<file path="src/rtl/clk_div_prog.sv">
// Programmable integer clock divider (ratio 2..2^WIDTH-1) with glitch-free ratio
// reload handshake and rising-edge tick. Define CLK_DIV_ODD50_EN for 50% duty on odd ratios.
module clk_div_prog #(
  parameter int unsigned WIDTH       = 8,
  parameter int unsigned RESET_RATIO = 2
) (
  input  logic             i_clk,
  input  logic             i_arst_n,
  input  logic             i_clk_en,
  input  logic [WIDTH-1:0] i_div_ratio,
  input  logic             i_ratio_load,
  output logic             o_div_clk,
  output logic             o_tick,
  output logic             o_ratio_ack,
  output logic             o_active
);

  localparam logic [WIDTH-1:0] RESET_RATIO_W = WIDTH'(RESET_RATIO);
  localparam logic [WIDTH-1:0] ONE_W         = WIDTH'(1);
  localparam logic [WIDTH-1:0] TWO_W         = WIDTH'(2);

  logic [WIDTH-1:0] cnt_q, cnt_d;
  logic [WIDTH-1:0] r_act_q, r_act_d;
  logic [WIDTH-1:0] pend_ratio_q, pend_ratio_d;
  logic             pend_q, pend_d;
  logic             div_q, div_d;
  logic             tick_q, tick_d;
  logic             ack_q, ack_d;
  logic             active_q, active_d;

  logic             run_s;
  logic             boundary_s;
  logic             apply_s;
  logic [WIDTH-1:0] half_s;
  logic [WIDTH-1:0] last_s;
  logic [WIDTH-1:0] cnt_inc_s;

  // Divider counter, phase output and ratio handshake next-state
  always_comb begin
    cnt_d        = cnt_q;
    r_act_d      = r_act_q;
    pend_ratio_d = pend_ratio_q;
    pend_d       = pend_q;
    div_d        = div_q;
    tick_d       = 1'b0;
    ack_d        = 1'b0;
    active_d     = active_q;

    run_s      = i_clk_en && (r_act_q >= TWO_W);
    half_s     = r_act_q >> 1;
    last_s     = r_act_q - ONE_W;
    cnt_inc_s  = cnt_q + ONE_W;
    // A boundary is either the last count of a running period or any idle edge
    boundary_s = !active_q || (cnt_q == last_s);
    apply_s    = pend_q && boundary_s;

    if (run_s) begin
      if (boundary_s) begin
        cnt_d    = '0;
        div_d    = 1'b1;
        tick_d   = 1'b1;
        active_d = 1'b1;
      end else begin
        cnt_d    = cnt_inc_s;
        div_d    = (cnt_inc_s < half_s);
        tick_d   = 1'b0;
        active_d = active_q;
      end
    end else begin
      cnt_d    = '0;
      div_d    = 1'b0;
      tick_d   = 1'b0;
      active_d = 1'b0;
    end

    // Apply consumes the value pending before this edge; a same-edge load re-arms pend
    if (apply_s) begin
      r_act_d = pend_ratio_q;
      ack_d   = 1'b1;
    end else begin
      r_act_d = r_act_q;
      ack_d   = 1'b0;
    end

    if (i_ratio_load) begin
      pend_ratio_d = i_div_ratio;
      pend_d       = 1'b1;
    end else if (apply_s) begin
      pend_ratio_d = pend_ratio_q;
      pend_d       = 1'b0;
    end else begin
      pend_ratio_d = pend_ratio_q;
      pend_d       = pend_q;
    end
  end

  // State and output registers
  always_ff @(posedge i_clk or negedge i_arst_n) begin
    if (!i_arst_n) begin
      cnt_q        <= '0;
      r_act_q      <= RESET_RATIO_W;
      pend_ratio_q <= '0;
      pend_q       <= 1'b0;
      div_q        <= 1'b0;
      tick_q       <= 1'b0;
      ack_q        <= 1'b0;
      active_q     <= 1'b0;
    end else begin
      cnt_q        <= cnt_d;
      r_act_q      <= r_act_d;
      pend_ratio_q <= pend_ratio_d;
      pend_q       <= pend_d;
      div_q        <= div_d;
      tick_q       <= tick_d;
      ack_q        <= ack_d;
      active_q     <= active_d;
    end
  end

`ifdef CLK_DIV_ODD50_EN
  logic div_neg_q;

  // Half-cycle delayed copy stretches the high phase by half a cycle on odd ratios
  always_ff @(negedge i_clk or negedge i_arst_n) begin
    if (!i_arst_n) begin
      div_neg_q <= 1'b0;
    end else begin
      div_neg_q <= div_q;
    end
  end

  assign o_div_clk = r_act_q[0] ? (div_q | div_neg_q) : div_q;
`else
  assign o_div_clk = div_q;
`endif

  assign o_tick      = tick_q;
  assign o_ratio_ack = ack_q;
  assign o_active    = active_q;

endmodule
</file>
<file path="config.mk">
export PLATFORM = sky130hd
export DESIGN_NAME = clk_div_prog
export DESIGN_NICKNAME = d
export VERILOG_FILES = /design/src/rtl/clk_div_prog.sv
export SDC_FILE = /design/constraint.sdc
export NUM_CORES = 1
export LEC_CHECK = 0
export ABC_AREA = 1
export CAP_MARGIN = 15
export CORE_MARGIN = 2
export CORE_UTILIZATION = 60
export DETAILED_ROUTE_END_ITERATION = 10
export PLACE_DENSITY = 0.95
export SLEW_MARGIN = 30
export SYNTH_ARGS = -nofsm -noshare
export SYNTH_HDL_FRONTEND = slang
export SYNTH_SLANG_ARGS = --single-unit
</file>
<file path="constraint.sdc">
create_clock -name i_clk -period 4.06 [get_ports i_clk]
set_input_delay 0.406 -clock i_clk [delete_from_list [all_inputs] [get_ports i_clk]]
set_output_delay 0.406 -clock i_clk [all_outputs]
set_load 0.01 [all_outputs]
</file>
==> results.py <==
metrics = {
    "worst_setup_path": {
        "cpMaxStageDelayCell": "dfstp_2",
        "arrival_ns": 2.30,
        "slowest_delay_ns": 0.58,
        "cp_common_cell": "nand2_1",
        "worstPathCellList": "inv_1 > ha_1 > inv_1 > nand2_1 > nand2_1 > nor2_1 > nand2_1 > nor2_1 > nand3_2 > nor2_4 > nand2_4 > nand2_8 > nand2_8 > nand2_1 > nand2_1",
        "crit_path_end_kind": "flop",
        "critPathKind": "reg2reg",
        "cp-start-kind": "flop",
        "cp_max_fo": 9,
        "cp.required_ns": 4.30,
    },
    "clocking": {
        "postCtsSetupRepairBufs": 0,
        "cts_tree": "built",
        "cts.path.max_buffers": 2,
        "ctsResizeCount": 0,
        "worstSkewPairLatency_ns": 0.34,
        "root_buffer": "clkbuf_4",
        "cts_hold_buffers": 0,
        "htreeDepth": 2,
        "cts_sinks": 29,
        "cts-buffers-inserted": 5,
        "clk_pin_slew_ns": 0.10,
    },
    "finish": {
        "final_nets": 255,
        "layout-drive-gt1-share_pct": 15.74,
        "area.growth.synth_to_final_pct": 14.66,
        "final_core_util_pct": 71.58,
        "antenna_cells": 0,
    },
    "detailed_routing": {
        "routedWlPerCell_um": 11.77,
        "dr_total_vias": 1342,
        "routed_wl_mm": 3.131,
        "drt_pass1_iterations": 4,
        "drc": 0,
        "viasPerCell": 5.045,
        "drtIter0Drc": 32,
        "ant_nets": 0,
    },
    "timing": {
        "clock_skew_ns": 0.009554,
        "max_freq_ghz": 0.4850,
        "finalMaxSlewViolations": 0,
        "rsz0062_at_grt": "false",
        "tightest_slew_ns": 0.5344,
        "hold_ws_ns": 0.4430,
        "tns_ns": 0,
        "final.min_clock_period_ns": 2.062,
        "setup_violations": 0,
        "hold_viol_final": 0,
        "maxSlewHeadroom_pct": 63.98,
        "post-route-period-util_pct": 50.79,
    },
    "floorplanning": {
        "io_pins": 16,
        "die_area_mm2": 0.003287,
        "row_count": 19,
        "die_h_um": 57.33,
        "initial_core_util_pct": 62.43,
        "die-width_um": 57.33,
        "core_mm2": 0.002734,
    },
    "placed_design": {
        "gp_congestion": 0.8707,
        "io_buffers": 15,
        "detailed_place_hpwl_mm": 2.415,
    },
    "yosys": {
        "ys_top_cells_by_area": "dfrtp_1, nand2_1, ha_1",
        "yosysMostFrequentCell": "nand2_1",
        "synth-edff-count": 0,
        "yosysWarnings": 0,
        "ys_seq_elements": 29,
        "syn-num-nets": 234,
        "synth_cells": 213,
        "syn_area_mm2": 0.001707,
        "ys_top_cells_by_count": "nand2_1, dfrtp_1, inv_1",
        "dominantRegCellSynth": "dfrtp_1",
        "async_reset_ff_share_pct": 100.0,
        "yosysTopAreaCell": "dfrtp_1",
        "yosysTopAreaCellShare_pct": 41.06,
        "synth_cell_type_count": 26,
        "ys_seq_area_share_pct": 42.60,
        "postSynthAreaPerCell_um2": 8.012,
    },
    "global_routing": {
        "grt.total_usage_pct": 23.05,
        "grt_pass1_vias": 1351,
        "antenna_found_initial": 0,
        "grt_max_degree": 30,
        "overflow": 0,
        "grt_pass1_wl_mm": 5.664,
    },
    "min_path": {
        "hold_path.class": "in2async",
    },
    "power": {
        "p_total_w": 0.0008982,
        "power_density_mw_per_mm2": 459.0,
        "power_leakage_nw": 1.004,
        "peakVddDrop_v": 0.0003318,
    },
    "outcome": {
        "status": "finished clean",
    },
    "flow_run": {
        "cap_violations": 0,
    },
}
-- worst max-delay path: cells and delay by family, from the launching register on --
family | cells | cell delay [ns]
AND/OR/NAND/NOR | 12 | 0.97
flip-flops | 1 | 0.58
adder cells (fa/ha/maj) | 1 | 0.30
buffers and inverters | 2 | 0.12
-- power by group --
group / total (W) / leakage (nW) / switching [W] / internal [W]
logic: 0.000328 / 0.599 / 0.000203 / 0.000125
registers: 0.000379 / 0.366 / 0.0000482 / 0.000331
clock network: 0.000191 / 0.0382 / 0.000107 / 0.0000842
-- cells in the final DEF, fill, tap and decap left out, drive strengths merged, types with 4 or more instances in the layout --
cell type      instances
xor2                   6
clkinv                 4
dfrtp                 28
nand3                 19
clkdlybuf4s50         15
nand2                 78
nor2                  29
o21ai                  6
inv                   26
ha                     9
clkbuf                 6
-- state kept, by name (all words and copies together), names as in the netlist --
| signal | flops |
|---|---|
| cnt_q | 8 |
| pend_ratio_q | 8 |
| r_act_q | 8 |
| o_active | 1 |
| o_div_clk | 1 |
| o_ratio_ack | 1 |
| o_tick | 1 |
| pend_q | 1 |
-- through the flow --
stage / cell area (µm²) / setup slack [ns] / instances
finish: 1957 / 1.998 / 266
global route: 1957 / 1.788 / 266
CTS: 1957 / 1.993 / 266
detailed placement: 1892 / 2.031 / 258
global placement: 1892 / 2.100 / 258
floorplan: 1707 / 2.180 / 213
-- layer usage --
metal	share of wire, %	up-vias	track usage [%]	routed length, µm
met1	43	608	26.50	1346
met3	3.7	8	8.390	116
li1	-	698	-	-
met4	1.7	0	10.30	52
met2	52	28	38.59	1615
met5	0	-	0	0
-- worst paths after layout --
path	start	to	slack (ns)	cells past startpoint
max in group asynchronous	i_arst_n	r_act_q[1]$_DFFE_PN1P_	3.31	2
min in group i_clk	pend_ratio_q[4]$_DFFE_PN0P_	pend_ratio_q[4]$_DFFE_PN0P_	0.48	2
worst max-delay path	r_act_q[1]$_DFFE_PN1P_	r_act_q[3]$_DFFE_PN0P_	2.00	15
worst min-delay path	i_arst_n	cnt_q[2]$_DFF_PN0_	0.44	2
worst min register to register	pend_ratio_q[4]$_DFFE_PN0P_	pend_ratio_q[4]$_DFFE_PN0P_	0.48	2
worst max register to register	r_act_q[1]$_DFFE_PN1P_	r_act_q[3]$_DFFE_PN0P_	2.00	15
-- cell families (layout without fill, tap and decap cells) --
logic type	count (synthesis)	count (layout)	synth area share [%]
buf+inv	30	52	6.819
fa+ha+maj	9	9	6.598
xor+xnor	7	7	3.592
compound gates	11	11	4.839
flops	29	29	42.60
simple gates	127	127	35.56
-- cell type report --
cell class,instances,area [µm²]
clock buffers,6,51.30
clock inverters,2,13.76
fillers,213,777.0
inverters,28,105.1
multi-input cells,154,863.3
flip-flops and latches,29,726.9
well taps,31,38.79
repair buffers,16,157.7
Power figures use the tool's default switching activity.
==> edit, RTL diff (same flow settings) <==
Add an input register stage for `i_div_ratio`, with the module's reset; this delays it by one clock. The other inputs are not delayed to match.
--- a/src/rtl/clk_div_prog.sv
+++ b/src/rtl/clk_div_prog.sv
@@ -18,6 +18,16 @@
   localparam logic [WIDTH-1:0] RESET_RATIO_W = WIDTH'(RESET_RATIO);
   localparam logic [WIDTH-1:0] ONE_W         = WIDTH'(1);
   localparam logic [WIDTH-1:0] TWO_W         = WIDTH'(2);
+
+  logic [WIDTH-1:0] i_div_ratio_q;
+
+  always_ff @(posedge i_clk or negedge i_arst_n) begin
+    if (!i_arst_n) begin
+      i_div_ratio_q <= '0;
+    end else begin
+      i_div_ratio_q <= i_div_ratio;
+    end
+  end
 
   logic [WIDTH-1:0] cnt_q, cnt_d;
   logic [WIDTH-1:0] r_act_q, r_act_d;
@@ -83,7 +93,7 @@
     end
 
     if (i_ratio_load) begin
-      pend_ratio_d = i_div_ratio;
+      pend_ratio_d = i_div_ratio_q;
       pend_d       = 1'b1;
     end else if (apply_s) begin
       pend_ratio_d = pend_ratio_q;
Check against the original RTL: not equivalent (Yosys sat finds a counterexample within 4 cycles, from zero or initial values and one cycle with i_arst_n low).
==> edit against the original RTL <==
  * Hold slack gained 0.013 ns
  * Total power grew 9.7%
  * Via count grew 8.0%
  * Combinational power is essentially flat
  * Critical endpoint is now r_act_q[0]$_DFFE_PN0P_
  * Worst setup slack worse by 0.0091 ns
  * Design area grew 11%
  * Synthesized area increased by 12%
  * Synthesized cell count rose by 3.8%
  * Sequential cell count grew 8
  * Wire length grew 8.3%
==> edit: results (changes against the original RTL) <==
| Metric | Value |
|---|---|
| Post-synth EDFFs | `0 (unchanged)` |
| Register area share after synthesis | `48.6% (+6.0 points)` |
| H-tree lvl count | `2 (unchanged)` |
| Ys async rst share | `100% (unchanged)` |
| Min-Delay Path Class | `register to register` |
| Post-CTS Setup Repair Bufs | `0 (unchanged)` |
| Most used flip-flop cell after synthesis | `dfrtp_1` |
| DR pass1 iterations | `4 (unchanged)` |
| RePlAce Congestion | `0.928 (+6.6%)` |
| CP max FO | `9 (unchanged)` |
| Ys Warns | `0 (unchanged)` |
| Final layout net count | `263 (+3.1%)` |
| Lkg Pwr | `1.09 nW (+8.6%)` |
| Placed cell count | `279 (+8.1%)` |
| DP Area | `2110 um2 (+11%)` |
| Post-cts sizing count | `0 (unchanged)` |
| Place WS | `2.03 ns (-0.00503 ns)` |
| N_diodes | `0 (unchanged)` |
| Largest net degree at the start of global routing | `38 (+27%)` |
| Slew margin rel. | `69.9% (+5.9 points)` |
| CTS Root Cell | `clkbuf_4` |
| Top cells by count, synth | `nand2_1 (71), dfrtp_1 (36), inv_1 (21)` |
| DPL Wire Length | `2690 um (+11%)` |
| Max clock buf depth | `2 (unchanged)` |
| Maximum VDD drop | `0.361 mV (+9.0%)` |
| Layout cell share with drive strength beyond 1 | `14.5% (-1.3 points)` |
| Distinct cells, synth | `26 (unchanged)` |
| Outcome | `completed` |
| Latest clock arrival within the worst-skew pair | `0.33 ns` |
| Top cells by area, synth | `dfrtp_1 (47%), nand2_1 (14%), ha_1 (5.9%)` |
| First-pass GRT wire length | `5890 um (+4.0%)` |
| Clock transition at the registers of the reported paths | `0.10 ns (about the same)` |
| Routed vias/inst | `5.07 (+0.42%)` |
| Vias in the first global route | `1441 (+6.7%)` |
| Initial antenna violation count | `0 (unchanged)` |
| Wire per inst | `11.9 um (+0.70%)` |
| WL final | `3390 um (+8.3%)` |
| Clock skew after layout | `0.00430 ns (-0.00525 ns)` |
| Syn Nets | `242 (+3.4%)` |
| Post-Syn Area per Cell | `8.63 um2 (+7.7%)` |
| Cts bufs inserted | `5 (unchanged)` |
| Tot GR Track Use | `22.7% (-0.33 points)` |
| Setup TNS | `0 ns (unchanged)` |
| Iteration-0 DRC count of the detailed router | `49 (+53%)` |
| IO Port Bufs | `15 (unchanged)` |
| FILL cells | `246 (+15%)` |
## edit: changes by cell type in the layout (fill, tap and decap cells not counted)
cell	delta
clkbuf_1	+1
clkinv_2	-1
clkinv_4	-1
dfrtp_1	+8
## edit: cells by family (layout without fill, tap and decap cells)
| logic type | Yosys count | after routing | share of synthesized area, % |
|---|---|---|---|
| AND/OR/NAND/NOR | 127 | 127 | 31.8 |
| flip-flops | 37 | 37 | 48.6 |
| buffers and inverters | 30 | 51 | 6.10 |
| AO/OA/AOI/OAI | 11 | 11 | 4.33 |
| adder cells (fa/ha/maj) | 9 | 9 | 5.91 |
| XOR/XNOR | 7 | 7 | 3.22 |
## edit: worst paths after layout
kind	end	slack, ns	cells past startpoint	startpoint
setup / recovery	r_act_q[0]$_DFFE_PN0P_	1.99	15	r_act_q[1]$_DFFE_PN1P_
hold / removal	pend_ratio_q[7]$_DFFE_PN0P_	0.46	2	i_div_ratio_q[7]$_DFF_PN0_
setup reg to reg	r_act_q[0]$_DFFE_PN0P_	1.99	15	r_act_q[1]$_DFFE_PN1P_
hold reg to reg	pend_ratio_q[7]$_DFFE_PN0P_	0.46	2	i_div_ratio_q[7]$_DFF_PN0_
max in group asynchronous	r_act_q[1]$_DFFE_PN1P_	3.24	2	i_arst_n
min in group asynchronous	cnt_q[7]$_DFF_PN0_	0.48	2	i_arst_n
## edit: layout make-up
class / instances / area, um2 / area share, %
clock buffer: 7 / 55.1 / 2.54
inverter: 28 / 105 / 4.86
tap: 44 / 55.1 / 2.54
sequential: 37 / 927 / 42.9
timing repair buffer: 16 / 158 / 7.29
multi-input combinational: 154 / 863 / 39.9
## edit: where the power goes
group	switching (mW)	internal (mW)	total (mW)	leakage [nW]
Sequential	0.0522	0.414	0.467	0.459
Clock	0.108	0.0817	0.190	0.0314
Combinational	0.204	0.124	0.328	0.599
## edit: layer usage
metal  part of all wire, %  vias up  global-route usage, %
met5                     0        -                      0
met4                   3.5        0                   11.7
met3                   4.0       12                   7.46
met2                    50       38                   39.1
met1                    42      673                   25.1
li1                      -      726                      -
## edit: worst max-delay path, cell delays in order (launching register included)
cell and delay [ns]:
dfstp_2 0.59, inv_1 0.07, ha_1 0.28, inv_1 0.04, nand2_1 0.04, nand2_1 0.04
nor2_1 0.09, nand2_1 0.06, nor2_1 0.11, nand3_2 0.09, nor2_4 0.16, nand2_4 0.09
nand2_8 0.10, nand2_8 0.07, nand2_1 0.08, nand2_1 0.05
## edit: metrics by stage
step                hold slack, ns  utilization (%)
floorplan                    0.110                -
global placement             0.429             69.6
detailed placement           0.435             69.6
CTS                          0.461             71.4
global route                 0.474             71.4
finish                       0.456             71.4
